### config.mk
export PLATFORM = sky130hd
export DESIGN_NAME = muldiv_unit_flat
export DESIGN_NICKNAME = d
export VERILOG_FILES = /design/src/rtl/muldiv_unit_if.sv /design/src/rtl/muldiv_unit.sv /design/src/flat_wrapper.sv
export SDC_FILE = /design/constraint.sdc
export NUM_CORES = 1
export LEC_CHECK = 0
export CAP_MARGIN = 0
export CORE_UTILIZATION = 36
export CTS_CLUSTER_DIAMETER = 200
export DETAILED_ROUTE_END_ITERATION = 8
export SLEW_MARGIN = 30
export SYNTH_ARGS = -nofsm -noshare
export SYNTH_HDL_FRONTEND = slang
export SYNTH_SLANG_ARGS = --single-unit
### constraint.sdc
create_clock -name i_clk -period 4.3 [get_ports i_clk]
set_clock_uncertainty 0.2 [all_clocks]
set_input_delay 1.29 -clock i_clk [delete_from_list [all_inputs] [get_ports i_clk]]
set_output_delay 1.29 -clock i_clk [all_outputs]
set_load 0.01 [all_outputs]
### src/rtl/muldiv_unit_if.sv
// muldiv_unit_if: start/done handshake between the core and the multiply/divide unit.
//   start  : request strobe (core -> unit)
//   op     : operation select, ALUSel[4:2] (core -> unit)
//   a, b   : rs1 / rs2 operands (core -> unit)
//   busy   : operation in progress (unit -> core)
//   done   : one-cycle completion pulse (unit -> core)
//   result : 32-bit result, held until the next accepted start (unit -> core)
interface muldiv_unit_if #(
    parameter int XLEN = 32
);
    logic            start;
    logic [2:0]      op;
    logic [XLEN-1:0] a;
    logic [XLEN-1:0] b;
    logic            busy;
    logic            done;
    logic [XLEN-1:0] result;

    modport master (output start, op, a, b, input  busy, done, result);
    modport slave  (input  start, op, a, b, output busy, done, result);
endinterface

### src/rtl/muldiv_unit.sv
// muldiv_unit: iterative RV32M multiply/divide.
//   Multiply: radix-2 shift-add on magnitudes, 32 iterations.
//   Divide  : restoring shift-subtract on magnitudes, 32 iterations.
//   A final FIX cycle applies sign correction and registers the result.
//   Divide-by-zero and signed overflow skip the iterations (1-cycle latency).
// Ports:
//   i_clk   : clock, rising edge
//   i_rst_n : asynchronous active-low reset
//   bus     : muldiv_unit_if slave (start/op/a/b in, busy/done/result out)
module muldiv_unit #(
    parameter int XLEN = 32
) (
    input  logic          i_clk,
    input  logic          i_rst_n,
    muldiv_unit_if.slave  bus
);
    typedef enum logic [1:0] {S_IDLE, S_RUN, S_FIX, S_DONE} state_t;

    state_t            r_state;
    logic [5:0]        r_cnt;
    logic [2:0]        r_op;
    logic              r_sa, r_sb, r_spec;
    logic [XLEN-1:0]   r_b;        // |b|: multiplicand or divisor
    logic [2*XLEN-1:0] r_acc;      // multiply: {partial sum, remaining multiplier}
    logic [XLEN-1:0]   r_rem;      // divide: partial remainder (always < |b|)
    logic [XLEN-1:0]   r_q;        // divide: dividend bits out at MSB, quotient bits in at LSB
    logic              r_busy, r_done;
    logic [XLEN-1:0]   r_result;

    logic              w_accept, w_is_div, w_a_signed, w_b_signed, w_sa, w_sb;
    logic              w_div0, w_ovf, w_ge;
    logic [XLEN-1:0]   w_amag, w_bmag, w_quo, w_remf, w_fix_res;
    logic [XLEN:0]     w_sum, w_rem_sh;
    logic [2*XLEN-1:0] w_prod;

    localparam logic [XLEN-1:0] MIN_NEG = {1'b1, {(XLEN-1){1'b0}}};

    assign w_accept   = bus.start && (r_state == S_IDLE || r_state == S_DONE);
    assign w_is_div   = bus.op[2];
    // a signed for MUL, MULH, MULHSU, DIV, REM; b signed for MUL, MULH, DIV, REM
    assign w_a_signed = (bus.op != 3'd3) && (bus.op != 3'd5) && (bus.op != 3'd7);
    assign w_b_signed = (bus.op == 3'd0) || (bus.op == 3'd1) || (bus.op == 3'd4) || (bus.op == 3'd6);
    assign w_sa       = w_a_signed && bus.a[XLEN-1];
    assign w_sb       = w_b_signed && bus.b[XLEN-1];
    // |MIN_NEG| wraps to MIN_NEG, which is the correct unsigned magnitude
    assign w_amag     = w_sa ? -bus.a : bus.a;
    assign w_bmag     = w_sb ? -bus.b : bus.b;
    assign w_div0     = w_is_div && (bus.b == '0);
    assign w_ovf      = w_is_div && !bus.op[0] && (bus.a == MIN_NEG) && (bus.b == '1);

    // multiply step: 33-bit sum so the carry lands in bit 63 after the shift
    assign w_sum      = {1'b0, r_acc[2*XLEN-1:XLEN]} + (r_acc[0] ? {1'b0, r_b} : '0);
    // divide step
    assign w_rem_sh   = {r_rem, r_q[XLEN-1]};
    assign w_ge       = w_rem_sh >= {1'b0, r_b};

    // sign correction; special-case values are already final
    assign w_prod     = (r_sa ^ r_sb) ? -r_acc : r_acc;
    assign w_quo      = (!r_spec && (r_sa ^ r_sb)) ? -r_q : r_q;
    assign w_remf     = (!r_spec && r_sa) ? -r_rem : r_rem;

    always_comb begin
        w_fix_res = '0;
        if (r_op[2])
            w_fix_res = r_op[1] ? w_remf : w_quo;
        else
            w_fix_res = (r_op == 3'd0) ? w_prod[XLEN-1:0] : w_prod[2*XLEN-1:XLEN];
    end

    always_ff @(posedge i_clk or negedge i_rst_n) begin
        if (!i_rst_n) begin
            r_state  <= S_IDLE;
            r_cnt    <= '0;
            r_op     <= '0;
            r_sa     <= 1'b0;
            r_sb     <= 1'b0;
            r_spec   <= 1'b0;
            r_b      <= '0;
            r_acc    <= '0;
            r_rem    <= '0;
            r_q      <= '0;
            r_busy   <= 1'b0;
            r_done   <= 1'b0;
            r_result <= '0;
        end else if (w_accept) begin
            r_op   <= bus.op;
            r_sa   <= w_sa;
            r_sb   <= w_sb;
            r_b    <= w_bmag;
            r_cnt  <= '0;
            r_acc  <= {{XLEN{1'b0}}, w_amag};
            r_busy <= 1'b1;
            r_done <= 1'b0;
            r_spec <= w_div0 || w_ovf;
            if (w_div0) begin
                r_q   <= '1;
                r_rem <= bus.a;
            end else if (w_ovf) begin
                r_q   <= MIN_NEG;
                r_rem <= '0;
            end else begin
                r_q   <= w_amag;
                r_rem <= '0;
            end
            r_state <= (w_div0 || w_ovf) ? S_FIX : S_RUN;
        end else begin
            case (r_state)
                S_RUN: begin
                    if (r_op[2]) begin
                        r_rem <= w_ge ? XLEN'(w_rem_sh - {1'b0, r_b}) : XLEN'(w_rem_sh);
                        r_q   <= {r_q[XLEN-2:0], w_ge};
                    end else begin
                        r_acc <= {w_sum, r_acc[XLEN-1:1]};
                    end
                    r_cnt <= r_cnt + 6'd1;
                    if (r_cnt == 6'd31)
                        r_state <= S_FIX;
                end
                S_FIX: begin
                    r_result <= w_fix_res;
                    r_done   <= 1'b1;
                    r_busy   <= 1'b0;
                    r_state  <= S_DONE;
                end
                S_DONE: begin
                    r_done  <= 1'b0;
                    r_state <= S_IDLE;
                end
                default: r_state <= S_IDLE;
            endcase
        end
    end

    assign bus.busy   = r_busy;
    assign bus.done   = r_done;
    assign bus.result = r_result;
endmodule
### src/flat_wrapper.sv
// flat-port wrapper written by rule: the top's interface ports become plain ports
module muldiv_unit_flat 
#(
    parameter int XLEN = 32
)
  (i_clk, i_rst_n, bus_start, bus_op, bus_a, bus_b, bus_busy, bus_done, bus_result);
  muldiv_unit_if #(.XLEN(XLEN)) bus_i ();
  input  logic i_clk;
  input  logic i_rst_n;
  input wire logic [$bits(bus_i.start)-1:0] bus_start;
  input wire logic [$bits(bus_i.op)-1:0] bus_op;
  input wire logic [$bits(bus_i.a)-1:0] bus_a;
  input wire logic [$bits(bus_i.b)-1:0] bus_b;
  output wire logic [$bits(bus_i.busy)-1:0] bus_busy;
  output wire logic [$bits(bus_i.done)-1:0] bus_done;
  output wire logic [$bits(bus_i.result)-1:0] bus_result;
  assign bus_i.start = bus_start;
  assign bus_i.op = bus_op;
  assign bus_i.a = bus_a;
  assign bus_i.b = bus_b;
  assign bus_busy = bus_i.busy;
  assign bus_done = bus_i.done;
  assign bus_result = bus_i.result;
  muldiv_unit #(.XLEN(XLEN)) u_core (.i_clk(i_clk), .i_rst_n(i_rst_n), .bus(bus_i));
endmodule
* Word level (Yosys, flattened, before mapping) *
Index checks and enable logic that the tools add are counted.

word-level totals
  ROM bits = 0
  bits in writable memories = 0
  flip-flop bits (word level) = 208
  memories kept = 0
  latch bits = 0

cells by class
  bitwise logic cells = 2
  reduce and logical (&&, ||, !) cells = 29
  equal/unequal tests = 14
  div/mod/pow operators = 0
  multiply operators = 0
  shifts and indexed selects = 0
  mux-type cells = 32
  add/sub/neg operators = 8
  order comparisons = 1

operators by type and width
  operator                                                         count
  32-bit 2-to-1 mux                                                18
  64-bit 2-to-1 mux                                                4
  32-bit negator                                                   4
  32-bit == test, second input constant                            2
  64-bit negator                                                   1
  32-bit by 33-bit adder with 33-bit output                        1
  33-bit by 32-bit greater-or-equal comparator with 1-bit output   1
  32-bit zero test                                                 1
  32-bit subtractor                                                1
  6-bit 2-to-1 mux                                                 2
  1-bit logical AND                                                11
  6-bit by 1-bit adder with 6-bit output, second input constant    1
  3-bit == test, second input constant                             2
  6-bit by 5-bit == test with 1-bit output, second input constant  1
  3-bit zero test                                                  2
  2-bit 2-to-1 mux                                                 3
  3-bit inequality test, second input constant                     2
  2-bit AND reduction                                              3
  2-bit nonzero test                                               3
  1-bit logical OR                                                 5
  2-bit == test, second input constant                             2
  2-bit one-hot mux with 2 select lines                            1
  3-bit by 1-bit == test with 1-bit output, second input constant  1
  1-bit 2-to-1 mux                                                 3
  10 further kinds                                                 11

* Depth between registers and ports, before layout *
Gate-level depths: netlist (run 1).

  word-level depth = 8
  gate-level depth with buffers = 14
  mapped depth without buffers = 13

* Least setup slack after synthesis (run 1) *
Ideal clock, no wire load.

  path kind = input port to flip-flop
  from = in bus_a[9]
  to = reg u_core.r_state[0]
  setup time = 0.125 ns
  stages on the path = 9
  path slack = 0.563 ns
  arrival = 3.412 ns
  data required time = 3.975 ns
  cell sequence = or4_1 nor2_1 nand3_1 or4_1 clkbuf_1 nor2b_1 nor2_1 a21oi_1 mux2_2

on the way
  word-level cells in the longest chain between the ends = 6

RTL lines
  item                             RTL line            source
  start: declaration               flat_wrapper.sv:12  input wire logic [$bits(bus_i.a)-1:0] bus_a;
  32-bit == test                   muldiv_unit.sv:49   assign w_ovf = w_is_div && !bus.op[0] && (bus.a == MIN_NEG) && (bus.b == '1);
  1-bit logical AND (2 in series)  muldiv_unit.sv:49
  1-bit logical OR                 muldiv_unit.sv:105  r_state <= (w_div0 || w_ovf) ? S_FIX : S_RUN;
  2-bit 2-to-1 mux                 muldiv_unit.sv:105
  2-bit 2-to-1 mux                 muldiv_unit.sv:85   end else if (w_accept) begin
  end signal: assignment           muldiv_unit.sv:105
  end: declaration                 muldiv_unit.sv:19   state_t r_state;

No other way between the ends.
A chain may end at the register's enable or synchronous reset.

* Worst setup path in the final report (run 1) *
  from = reg u_core.r_acc[48]
  to = reg u_core.r_result[31] (netlist: u_core.bus.result[31])

on the way
  word-level cells in the longest chain between the ends = 4

RTL lines
  item                      RTL line            source
  start: declaration        muldiv_unit.sv:24   logic [2*XLEN-1:0] r_acc;
  start signal: assignment  muldiv_unit.sv:91   r_acc <= {{XLEN{1'b0}}, w_amag};
  start signal: assignment  muldiv_unit.sv:113  r_acc <= {w_sum, r_acc[XLEN-1:1]};
  64-bit negator            muldiv_unit.sv:58   assign w_prod = (r_sa ^ r_sb) ? -r_acc : r_acc;
  64-bit 2-to-1 mux         muldiv_unit.sv:58
  32-bit 2-to-1 mux         muldiv_unit.sv:67   w_fix_res = (r_op == 3'd0) ? w_prod[XLEN-1:0] : w_prod[2*XLEN-1:XLEN];
  32-bit 2-to-1 mux         muldiv_unit.sv:64   if (r_op[2])
  end signal: assignment    muldiv_unit.sv:120  r_result <= w_fix_res;
  end: declaration          muldiv_unit.sv:28   logic [XLEN-1:0] r_result;

No other way between the ends.

==> results of run 1 <==
## cells by family after synthesis
| kind of cell | share of synthesized area, % |
|---|---|
| simple gates | 20.95 |
| compound gates | 26.07 |
| xor+xnor | 11.06 |
| flops | 30.14 |
| buf+inv | 4.362 |
| fa+ha+maj | 5.594 |
| mux | 1.819 |
## final cells by class
cell class | count | area share, %
multi-input combinational | 1822 | 55.58
sequential | 208 | 25.47
timing repair buffer | 211 | 9.404
tap | 607 | 3.716
clock buffer | 31 | 3.477
inverter | 69 | 1.267
clock inverter | 17 | 1.084
## power breakdown
part           switching (mW)  internal, mW  total (mW)
clock network           0.976          1.48        2.46
registers                1.35          2.89        4.24
logic                    7.60          4.75        12.3
## registers in the layout, indices dropped and copies added, names as in the netlist
signal / count
u_core.r_rem: 32
u_core.r_b: 32
u_core.bus.done: 1
u_core.r_state: 2
u_core.r_acc: 64
u_core.r_sb: 1
u_core.bus.busy: 1
u_core.r_sa: 1
u_core.r_cnt: 6
u_core.r_q: 32
u_core.bus.result: 32
u_core.r_spec: 1
u_core.r_op: 3
## synthesized netlist by cell type (7+ instances only)
cell,number,area share (%)
a211o_1,9,0.46
a211oi_1,33,1.4
a21o_1,27,1.2
a21oi_1,175,5.1
a221o_1,9,0.52
a22oi_1,13,0.57
a31oi_1,59,2.1
a32oi_1,30,1.5
and2_1,13,0.47
and3_1,14,0.51
buf_1,9,0.20
clkbuf_1,120,2.6
dfrtp_1,208,30
ha_1,74,5.4
inv_1,68,1.5
mux2i_1,28,1.6
nand2_1,304,6.6
nand2b_1,23,0.83
nand3_1,36,1.0
nand4_1,21,0.76
nor2_1,220,4.8
nor2b_1,12,0.43
nor3_1,56,1.6
nor4_1,21,0.76
o211ai_1,16,0.70
o21a_1,11,0.48
o21ai_0,190,5.5
o21ai_1,13,0.38
o21bai_1,9,0.39
o221ai_1,7,0.36
o22ai_1,8,0.29
o31ai_1,37,1.6
o41ai_1,19,0.96
or3_1,19,0.69
or4_1,13,0.57
xnor2_1,106,5.4
xor2_1,112,5.7
## tightest hold or removal path, cell delays in order, from the launching register on
cell and delay [ns]:
dfrtp_1 0.34, nand2_1 0.05, o21ai_0 0.06
## layer usage
metal / wire length [µm] / GRT usage [%]
met3: 5127 / 3.452
met4: 3389 / 13.04
met1: 30950 / 38.81
met5: 0 / 0
met2: 29500 / 42.39
## final timing paths
path                                  startpoint  cells past startpoint                    end  slack [ns]
worst max-delay path            u_core.r_acc[48]                      9  u_core.bus.result[31]        0.15
worst min-delay path              u_core.r_b[14]                      2         u_core.r_b[14]        0.28
worst max register to register  u_core.r_acc[48]                      9  u_core.bus.result[31]        0.15
worst min register to register    u_core.r_b[14]                      2         u_core.r_b[14]        0.28
max in group asynchronous                i_rst_n                      2       u_core.r_acc[48]        2.54
min in group asynchronous                i_rst_n                      1          u_core.r_q[7]        0.47
==> metrics.txt, run 1 <==
Max Cap Violations 0; CTS Hold Bufs 0; hold crit path type reg2reg; Hold Fails Final Rpt 0; PD cells 931.5 nW/µm²; Final Cycle Share 96.48%; residual DRC count 0; number of synthesized flops with an enable pin 0; Finished Layout Cells 2965; antenna violations before repair 0; Critical Path Fanout Max 9; Final Instance Area 20440 µm²; commonest non-fill, non-tap cell in the layout nand2_1; fraction of registers with async set/reset 100.0%; syn avg cell area 7.743 µm²; Crit path buffers/inverters 0; root buffer cell clkbuf_16; Leak 8.574 nW; count of endpoints failing setup in the final report 0; setup TNS 0 ns; startpoint types flop; Starting Density 36.78%; Peak supply drop 390.0 µV; Routed WL 68.96 mm; WP data arrival 4.43 ns; Netlist cell types 77; fill count 4705; FF+latch count, synth 208; Final min period 4.149 ns; total grt overflow 0; postcts setup bufs 0; first-pass GRT wire length 104.9 mm; Die Y 221.0 µm; H-tree depth 1; Max transition margin 28.20%; ANT nets after route 0; Layout area overhead 18.35%; row cnt 79; vias 17860; Setup WS post-layout 0.1512 ns; clk buf depth 3; Post-DP Area 19510 µm²; RSZ-0062 raised after global routing no; largest net degree at the start of global routing 74; Die ar. 48850 µm²; max incr delay on CP 0.92 ns; cts bufs inserted 27; Syn Inst Count 2230; Post-Syn Nets 2376; area of the multi-input gates 11360 µm²; Pins Over Slew Limit 0; Crit-path slowest cell nor4b_1; die width 221.0 µm; Core ar. 46950 µm²; pre-CTS setup slack 0.03904 ns; clock sinks 208; Fmax 241.0 MHz; gpl congestion 0.9977; Via density 6.023; ratio of cells with drive above 1 in the final layout 7.846%; Antenna Cells 0; prevailing post-synth register cell dfrtp_1; WP data required 4.58 ns; # IOs 104; outcome finished clean; # nets final 2485; DRT iter0 DRCs 2106; Slew @ Worst Pin 1.062 ns; cell family with most CP delay simple AND/OR/NAND/NOR gates; commonest cells after routing, fill and taps aside 303 x nand2_1, 220 x nor2_1, 208 x dfrtp_1; register area share after synthesis 30.14%; Ys Warns 0; Hold Slack 0.2782 ns; clock-pin transition on the worst setup and hold timing paths 0.06 ns; hpwl dp 53.71 mm; DP Cell Count 2917; number of global-route vias before repair 16700; storage element area 5205 µm²; CTS tree yes; Crit Path Class reg2reg; Critical Path End Type flop; IO buf count 103; Final Util 43.53%; total power 19.04 mW; Total GRT Usage 27.73%; post-cts repair resize count 0; Post-Syn Area 17270 µm²; Clock Latency Late Sink 0.59 ns; DR pass1 iterations 7; CP cell instances or4_1 -> nor4b_1 -> nand2_1 -> or4_1 -> or3_1 -> or3_1 -> o22ai_1 -> a21oi_1 -> o2bb2ai_1; DR WL/cell 23.26 µm
Note: power is estimated with default switching activity, not from simulation.
==> inputs of run 2 (changes only) <==
Settings changed: CAP_MARGIN 0 to default.
==> results of run 2 <==
The final DEF is identical to that of run 1; final timing and power are the same.
==> inputs of run 3 (changes only) <==
Settings changed: CORE_ASPECT_RATIO from default to 0.9.
==> run 3 against run 2 <==
  * Sequential power barely moved
  * Sequential share of layout area rose by 0.064 points
  * First-iteration DRC count fell by 0.19%
  * Design area fell by 0.25%
  * Utilization fell by 0.17 points
  * Combinational power barely moved
  * Via count rose by 0.87%
  * Total power fell by 0.15%
  * Largest cell class unchanged
==> metrics.txt, run 3 (synthesis gave the netlist of run 1 again) <==
outcome finished clean; Antenna Cells 0 (unchanged); Max Cap Violations 0 (unchanged); max incr delay on CP 0.58 ns (-0.34 ns); Setup WS post-layout 0.3560 ns (+0.2048 ns); Final Cycle Share 91.72% (-4.8 points); count of endpoints failing setup in the final report 0 (unchanged); total grt overflow 0 (unchanged); Crit-path slowest cell a2111oi_1; DR pass1 iterations 5 (-2); # IOs 104 (unchanged); cts bufs inserted 26 (-3.7%); WP data required 4.59 ns (about the same); number of flip-flops in the largest register 64 (unchanged); cell family with most CP delay compound AO/OA/AOI/OAI gates; ratio of cells with drive above 1 in the final layout 7.647% (-0.20 points); Peak supply drop 401.3 µV (+2.9%); Critical Path End Type flop; Pins Over Slew Limit 0 (unchanged); Biggest register u_core.r_acc; RSZ-0062 raised after global routing no; commonest non-fill, non-tap cell in the layout nand2_1; CP cell instances inv_1 -> buf_4 -> nor2_1 -> ha_1 -> a21o_1 -> a2111oi_1 -> o31ai_1 -> a32o_1 -> a211oi_1 -> o21ai_0 -> a2111o_1 -> nand3_1; Max transition margin 38.06% (+9.9 points); Starting Density 36.73% (-0.049 points); commonest cells after routing, fill and taps aside 303 x nand2_1, 219 x nor2_1, 208 x dfrtp_1; Slew @ Worst Pin 0.9257 ns (-0.1363 ns); Leak 8.530 nW (-0.51%); Clock Latency Late Sink 0.56 ns (-0.03 ns); Core ar. 47010 µm² (+0.13%); Via density 6.065 (+0.70%); hpwl dp 53.73 mm (about the same); CTS Hold Bufs 0 (unchanged); total power 19.01 mW (-0.15%); DRT iter0 DRCs 2102 (-0.19%); CTS tree yes; IO buf count 103 (unchanged); fill count 4662 (-0.91%); reg2reg setup slack 0.36 ns (+0.20 ns); number of global-route vias before repair 16600 (-0.56%); H-tree depth 1 (unchanged); DR WL/cell 23.08 µm (-0.74%); Critical Path Fanout Max 21 (+12); WP data arrival 4.24 ns (-0.19 ns); Routed WL 68.56 mm (-0.58%); Finished Layout Cells 2970 (+0.17%); Fmax 253.5 MHz (+5.2%); antenna violations before repair 1 (+1); die width 232.9 µm (+5.4%); setup TNS 0 ns (unchanged); Crit path buffers/inverters 2 (+2); startpoint types flop; row cnt 75 (-5.1%); Die ar. 48850 µm² (about the same); gpl congestion 0.9657 (-3.2%); clock sinks 208 (unchanged); pre-CTS setup slack 0.03395 ns (-0.005088 ns); largest net degree at the start of global routing 104 (+41%); hold crit path type reg2reg; Layout area overhead 18.06%; Crit Path Class reg2reg; postcts setup bufs 0 (unchanged); PD cells 932.5 nW/µm² (+0.11%); vias 18010 (+0.87%); root buffer cell clkbuf_16; residual DRC count 0 (unchanged); clock-pin transition on the worst setup and hold timing paths 0.06 ns (about the same); ANT nets after route 0 (unchanged); DP Cell Count 2922 (+0.17%); Hold Fails Final Rpt 0 (unchanged); Total GRT Usage 28.05% (+0.31 points); # nets final 2480 (-0.20%); Final min period 3.944 ns (-0.2048 ns); post-cts repair resize count 0 (unchanged); clk buf depth 3 (unchanged); Die Y 209.8 µm (-5.1%); first-pass GRT wire length 104.2 mm (-0.69%)
run 3: final cells by class:
| type | instances | area [µm²] | area share [%] |
|---|---|---|---|
| clock buffers | 37 | 762.0 | 3.738 |
| clock inverters | 11 | 146.4 | 0.7181 |
| inverters | 69 | 259.0 | 1.270 |
| multi-input cells | 1822 | 11360 | 55.74 |
| flip-flops and latches | 208 | 5205 | 25.53 |
| well taps | 616 | 770.7 | 3.781 |
| repair buffers | 207 | 1879 | 9.219 |
run 3: path summary, 6_finish.rpt:
check / to / start / depth (start not counted)
min reg2reg: u_core.r_b[18] / u_core.r_b[18] / 2
max reg2reg: u_core.r_acc[62] / u_core.r_acc[0] / 12
max in group asynchronous: u_core.r_acc[33] / i_rst_n / 2
min: u_core.r_b[18] / u_core.r_b[18] / 2
min in group asynchronous: u_core.r_rem[2] / i_rst_n / 1
max: u_core.r_acc[62] / u_core.r_acc[0] / 12
run 3: worst reg2reg max path, cell delays in order (launching register included):
cell       delay, ns
dfrtp_1         0.44
inv_1           0.12
buf_4           0.25
nor2_1          0.11
ha_1            0.37
a21o_1          0.18
a2111oi_1       0.58
o31ai_1         0.19
a32o_1          0.30
a211oi_1        0.34
o21ai_0         0.23
a2111o_1        0.46
nand3_1         0.09
run 3: power by group:
part	total, mW	internal, mW	leakage (nW)	switching, mW
Sequential	4.26	2.89	2.57	1.37
Combinational	12.4	4.76	5.52	7.63
Clock	2.35	1.41	0.445	0.941
Total	19.0	9.06	8.53	9.95
run 3: routing by layer:
metal	global-route usage [%]	vias up	routed length, µm
met5	0	-	0
met3	3.179	130	5666
met2	41.58	873	29150
met1	41.62	8714	31020
met4	9.984	0	2725
li1	-	8296	-
run 3: per-stage QoR:
stage | hold WS (ns) | utilization (%) | cell area [µm²]
6_report | 0.2795 | 43.36 | 20390
5_1_grt | 0.3034 | 43.36 | 20390
3_5_place_dp | 0.2709 | 41.43 | 19480
3_3_place_gp | 0.2612 | 41.42 | 19470
4_1_cts | 0.2838 | 43.36 | 20380
2_1_floorplan | 0.2498 | - | 17270
